`src/rtl/instr_decoder_pkg.sv`:
```
// Shared definitions for the SPI command/data frame decoder.
package instr_decoder_pkg;

    typedef enum logic [1:0] {
        S_CMD  = 2'd0,
        S_RD   = 2'd1,
        S_DATA = 2'd2
    } state_t;

    // Position of the read/write flag inside the command byte.
    localparam int RW_BIT = 7;

    localparam logic CMD_WRITE = 1'b1;
    localparam logic CMD_READ  = 1'b0;

endpackage

```
`src/rtl/instr_decoder.sv`:
```
// Two-byte SPI frame decoder: command byte (rw + address) followed by a data
// byte, producing single-cycle register-file read/write strobes.
//
// state  | meaning
// S_CMD  | waiting for a command byte
// S_RD   | read strobe cycle, register-file data captured into data_out
// S_DATA | waiting for the data byte (write payload, or discarded on a read)
module instr_decoder
    import instr_decoder_pkg::*;
#(
    parameter int          ADDR_W     = 6,
    parameter logic [7:0]  RD_DEFAULT = 8'h00
) (
    input  logic              clk,
    input  logic              rst_n,
    input  logic              byte_sync,
    input  logic [7:0]        data_in,
    output logic [7:0]        data_out,
    output logic              read,
    output logic              write,
    output logic [ADDR_W-1:0] addr,
    output logic [7:0]        data_write,
    input  logic [7:0]        data_read
);

    state_t              state_q, state_d;
    logic                rw_q, rw_d;
    logic [ADDR_W-1:0]   addr_q, addr_d;
    logic                read_q, read_d;
    logic                write_q, write_d;
    logic [7:0]          data_write_q, data_write_d;
    logic [7:0]          data_out_q, data_out_d;

    // Next-state and registered-output decode; strobes are computed one cycle
    // early so every output comes straight from a flop.
    always_comb begin
        state_d      = state_q;
        rw_d         = rw_q;
        addr_d       = addr_q;
        read_d       = 1'b0;
        write_d      = 1'b0;
        data_write_d = data_write_q;
        data_out_d   = data_out_q;

        case (state_q)
            S_CMD: begin
                if (byte_sync) begin
                    rw_d   = data_in[RW_BIT];
                    addr_d = data_in[ADDR_W-1:0];
                    if (data_in[RW_BIT] == CMD_WRITE) begin
                        state_d = S_DATA;
                    end else begin
                        state_d = S_RD;
                        read_d  = 1'b1;
                    end
                end
            end
            S_RD: begin
                // byte_sync cannot legally arrive here and is ignored.
                data_out_d = data_read;
                state_d    = S_DATA;
            end
            S_DATA: begin
                if (byte_sync) begin
                    state_d = S_CMD;
                    if (rw_q == CMD_WRITE) begin
                        write_d      = 1'b1;
                        data_write_d = data_in;
                    end else begin
                        data_out_d = RD_DEFAULT;
                    end
                end
            end
            default: begin
                state_d = S_CMD;
            end
        endcase
    end

    // State and output registers, all cleared by the asynchronous reset.
    always_ff @(posedge clk or negedge rst_n) begin
        if (!rst_n) begin
            state_q      <= S_CMD;
            rw_q         <= CMD_READ;
            addr_q       <= '0;
            read_q       <= 1'b0;
            write_q      <= 1'b0;
            data_write_q <= 8'h00;
            data_out_q   <= RD_DEFAULT;
        end else begin
            state_q      <= state_d;
            rw_q         <= rw_d;
            addr_q       <= addr_d;
            read_q       <= read_d;
            write_q      <= write_d;
            data_write_q <= data_write_d;
            data_out_q   <= data_out_d;
        end
    end

    assign data_out   = data_out_q;
    assign read       = read_q;
    assign write      = write_q;
    assign addr       = addr_q;
    assign data_write = data_write_q;

endmodule

```
`config.mk`:
```
export PLATFORM = sky130hd
export DESIGN_NAME = instr_decoder
export DESIGN_NICKNAME = d
export VERILOG_FILES = /design/src/rtl/instr_decoder_pkg.sv /design/src/rtl/instr_decoder.sv
export SDC_FILE = /design/constraint.sdc
export NUM_CORES = 1
export LEC_CHECK = 0
export BUFFER_PORTS_ARGS = -buffer_cell sky130_fd_sc_hd__buf_2
export CAP_MARGIN = 20
export CORE_MARGIN = 2
export CORE_UTILIZATION = 47
export DETAILED_ROUTE_END_ITERATION = 6
export GPL_TIMING_DRIVEN = 0
export PLACE_DENSITY_LB_ADDON = 0.05
export SLEW_MARGIN = 10
export SYNTH_ARGS = -nofsm -noshare
export SYNTH_HDL_FRONTEND = slang
export SYNTH_SLANG_ARGS = --single-unit
```
`constraint.sdc`:
```
create_clock -name clk -period 1.5 [get_ports clk]
set_input_delay 0.15 -clock clk [delete_from_list [all_inputs] [get_ports clk]]
set_output_delay 0.15 -clock clk [all_outputs]
set_load 0.1 [all_outputs]
```
# [Word-level counts from Yosys, hierarchy flattened]
# Index checks and enable logic that the tools add are counted.
[totals] regBits=27 out_inout_bits=24 word_cells=31
[classes] reduce_logical=6 eq_ne=5 mux=13
[ops] operator="$mux 8" count=2
[ops] operator="$pmux 8 s2" count=1
[ops] operator="$mux 1" count=6
[ops] operator="$mux 2" count=3
[ops] operator="$ne 2x2->1 const B" count=3
[ops] operator="$pmux 2 s3" count=1
[ops] operator="$reduce_and 3->1" count=2
[ops] operator="$reduce_and 2->1" count=2
[ops] operator="$eq 2x1->1 const B" count=1
[ops] operator="$eq 2x2->1 const B" count=1
[ops] operator="$logic_not 2->1" count=1
[ops] operator="$reduce_bool 2->1" count=1

# [Longest topological paths before layout]
[depth] depth_word=3 mapped_depth=4 ltp_nobuf=2

# [Worst setup path before layout]
# Ideal clock, no wire load.
[synth_timing] kind="flip-flop to flip-flop" start="register data_out[0] (netlist name)" end="register data_out_q[0] (netlist: data_out[0])" synth_period_minus_slack_ps=1483 setup_time_ps=125 n_path_buf=0 slack_ps=17 path_stages_with_launch=3 arrival_ps=1358 t_required_ps=1375 cell_sequence="dfrtp_1 inv_1 a2111oi_0"
[synth_lines] item="end signal, assigned" line_no="instr_decoder.sv:97" source="data_out_q <= data_out_d;"
[synth_lines] item="end, declared" line_no="instr_decoder.sv:32" source="logic [7:0] data_out_q, data_out_d;"

# [Worst setup path in the final report]
[layout_timing] start="register state_q[0]" end="register addr_q[0] (netlist: addr[0])"
[layout_via] elab_chain_len=2
[layout_rtl] item="start, declared" line_no="instr_decoder.sv:26" source="state_t state_q, state_d;"
[layout_rtl] item="start signal, assigned" line_no="instr_decoder.sv:91" source="state_q <= state_d;"
[layout_rtl] item="$logic_not 2->1" line_no="instr_decoder.sv:45" source="case (state_q)"
[layout_rtl] item="$reduce_and 2->1 (no line)"
[layout_rtl] item="end signal, assigned" line_no="instr_decoder.sv:93" source="addr_q <= addr_d;"
[layout_rtl] item="end, declared" line_no="instr_decoder.sv:28" source="logic [ADDR_W-1:0] addr_q, addr_d;"
# No other way between the ends.
# A chain may end at the register's enable or synchronous reset.

==> reports/results.ini <==
[global_routing]
grt_pass1_vias=822
antenna_found_initial=0
grt_remaining_overflow=0
track_usage=0.185
grt_max_degree=28
grt_pass1_wl_um=3760

[clocking]
cts_tree=yes
ctsHtreeMaxLevel=1
cts_buffers=3
root_buffer=clkbuf_4
cts.sinks=27
clock_latency_ns=0.31
clkSlewWorstSetupHoldPaths_ns=0.13
cts.path.max_buffers=2

[run_status]
outcome=completed

[drt]
vias=843
drt_first_iter_violations=7
remaining_drc_errors=0
routed_wl_um=2200
drt_pass1_iterations=4
route.antenna.remaining_nets=0
vias_per_cell=5.17
wire_per_inst_um=13.5

[die]
core_area_mm2=0.00225
start_util=0.508
rows=17
die_y_um=53.4
dieArea_mm2=0.00285
fp.dieW_um=53.4
ioPinCount=43

[timing]
max_freq_mhz=717
post-route-period-util=0.930
rsz0062_at_grt=no
relSlewSlack=0.611
timing.setup.tns_ns=0
clock_skew_ns=0.00231
setup_viol=0
worst_pin_slew_ns=0.583
final.min_clock_period_ns=1.39
slew_viol_final=0
report.final.hold_viol_count=0

[hold_path]
hp-class=primary input to flop
min_path_cells=2

[synth]
synthCells=87
syn_area_per_cell_um2=13.2
synth.top_cell.area_share=0.590
syn_nets=106
synth_cell_types=16
synth_compound_area_frac=0.0710
yosys_warnings=0
muxShareOfSynthArea=0.148
synth-simple-area-share=0.136
synth_fa_ha_area_frac=0
ys_top_cells_by_area=dfrtp_1 (59%), mux2_2 (15%), a2111oi_0 (6.1%)
synth-seq-cells=27
yosysTopAreaCell=dfrtp_1
synth_area_mm2=0.00114
synth_xor_area_frac=0
synth_top_family_by_area=multiplexers
ys_seq_area_frac=0.590

[setup_path]
cp_data_arrival_time_ns=1.61
cp-start-kind=flop
critPathBufInv=2
critical_path_class=flop to flop
cpPeakStageDelay_ns=0.41
cpMaxStageDelayCell=dfrtp_1
crit_required_ns=1.71
path_max_fanout=10
crit_cells=4
crit_family=flip-flops
crit_chain=buf_4 -> nor3b_4 -> buf_12 -> mux2_2
r2r_cells=4
worst_setup_path_end_kind=flop

[finish]
layout_commonest_cell=buf_2
syn2layout_area_growth_pct=26.4
layout.nets=155
regArea_um2=676
fillers=198
mostFrequentLayoutCells=buf_2 (42), dfrtp_1 (27), mux2_2 (15)
diodes=0
multi_input_area_um2=407
drive_gt1_frac=0.496

[flow_run]
drv_cap=0

[placed_design]
io_buffers=42
place.gp.congestion=0.777
detailed_place_hpwl_um=1640

==> per-stage QoR <==
stage / instance area [um2] / setup slack (ns) / utilization / hold slack, ns / cells
after detailed placement: 1390 / -0.00600 / 0.617 / 0.187 / 157
after CTS: 1450 / 0.110 / 0.642 / 0.0240 / 163
after global placement: 1390 / 0.0157 / 0.617 / 0.181 / 157
final: 1450 / 0.106 / 0.642 / 0.0393 / 163
after global routing: 1450 / 0.0428 / 0.642 / 0.0198 / 163
after floorplan: 1140 / 0.0170 / - / -0.146 / 87
==> path summary, 6_finish.rpt <==
path,start,endpoint,slack (ns)
worst max-delay path,state_q[0],addr[0],0.11
worst min-delay path,data_in[7],state_q[0],0.04
worst max register to register,state_q[0],addr[0],0.11
worst min register to register,data_write[7],data_write[7],0.52
max in group asynchronous,rst_n,data_out[7],0.77
min in group asynchronous,rst_n,data_out[2],0.35
==> sequential cells by signal (all words and copies together) (netlist names) <==
register / cells
read: 1
rw_q: 1
data_out: 8
write: 1
state_q: 2
data_write: 8
addr: 6
==> metal layers <==
layer,track usage,vias up,share of wire
met3,0.0367,0,0.064
met1,0.227,411,0.41
met2,0.321,28,0.53
met5,0,-,0
met4,0.0641,0,0
li1,-,404,-
==> what timing repair did <==
action | CTS | global route
endpoints found under the setup margin | 7 | 1
gates resized for setup | 0 | 1
pin swaps | 1 | 0
hold buffers | 1 | 0
setup buffers | 1 | 0
endpoints found under the hold margin | 27 | 0
==> synth_stat cells <==
cell type  count
o22ai_1        1
nor2_1         8
buf_4          2
a21oi_1        1
nand2b_1       1
inv_1          9
dfrtp_1       27
nor3b_4        1
and4bb_2       1
nand4b_2       1
clkbuf_1       1
buf_6          1
nor3b_1        8
mux2_2        15
a2111oi_0      8
nor2b_1        2
==> layout make-up <==
class | count | area share
clock buffers | 4 | 0.0182
inverters | 9 | 0.0233
flip-flops and latches | 27 | 0.467
well taps | 28 | 0.0242
multi-input cells | 47 | 0.281
repair buffers | 44 | 0.166
plain buffers | 4 | 0.0207
==> kinds of logic (layout without fill, tap and decap cells) <==
family	Yosys count	count (layout)
flip-flops	27	27
AND/OR/NAND/NOR	22	22
multiplexers	15	15
buffers and inverters	13	61
AO/OA/AOI/OAI	10	10
Power is not shown: default switching activity piles up to over one toggle a cycle in this logic, so the estimate is an artifact.
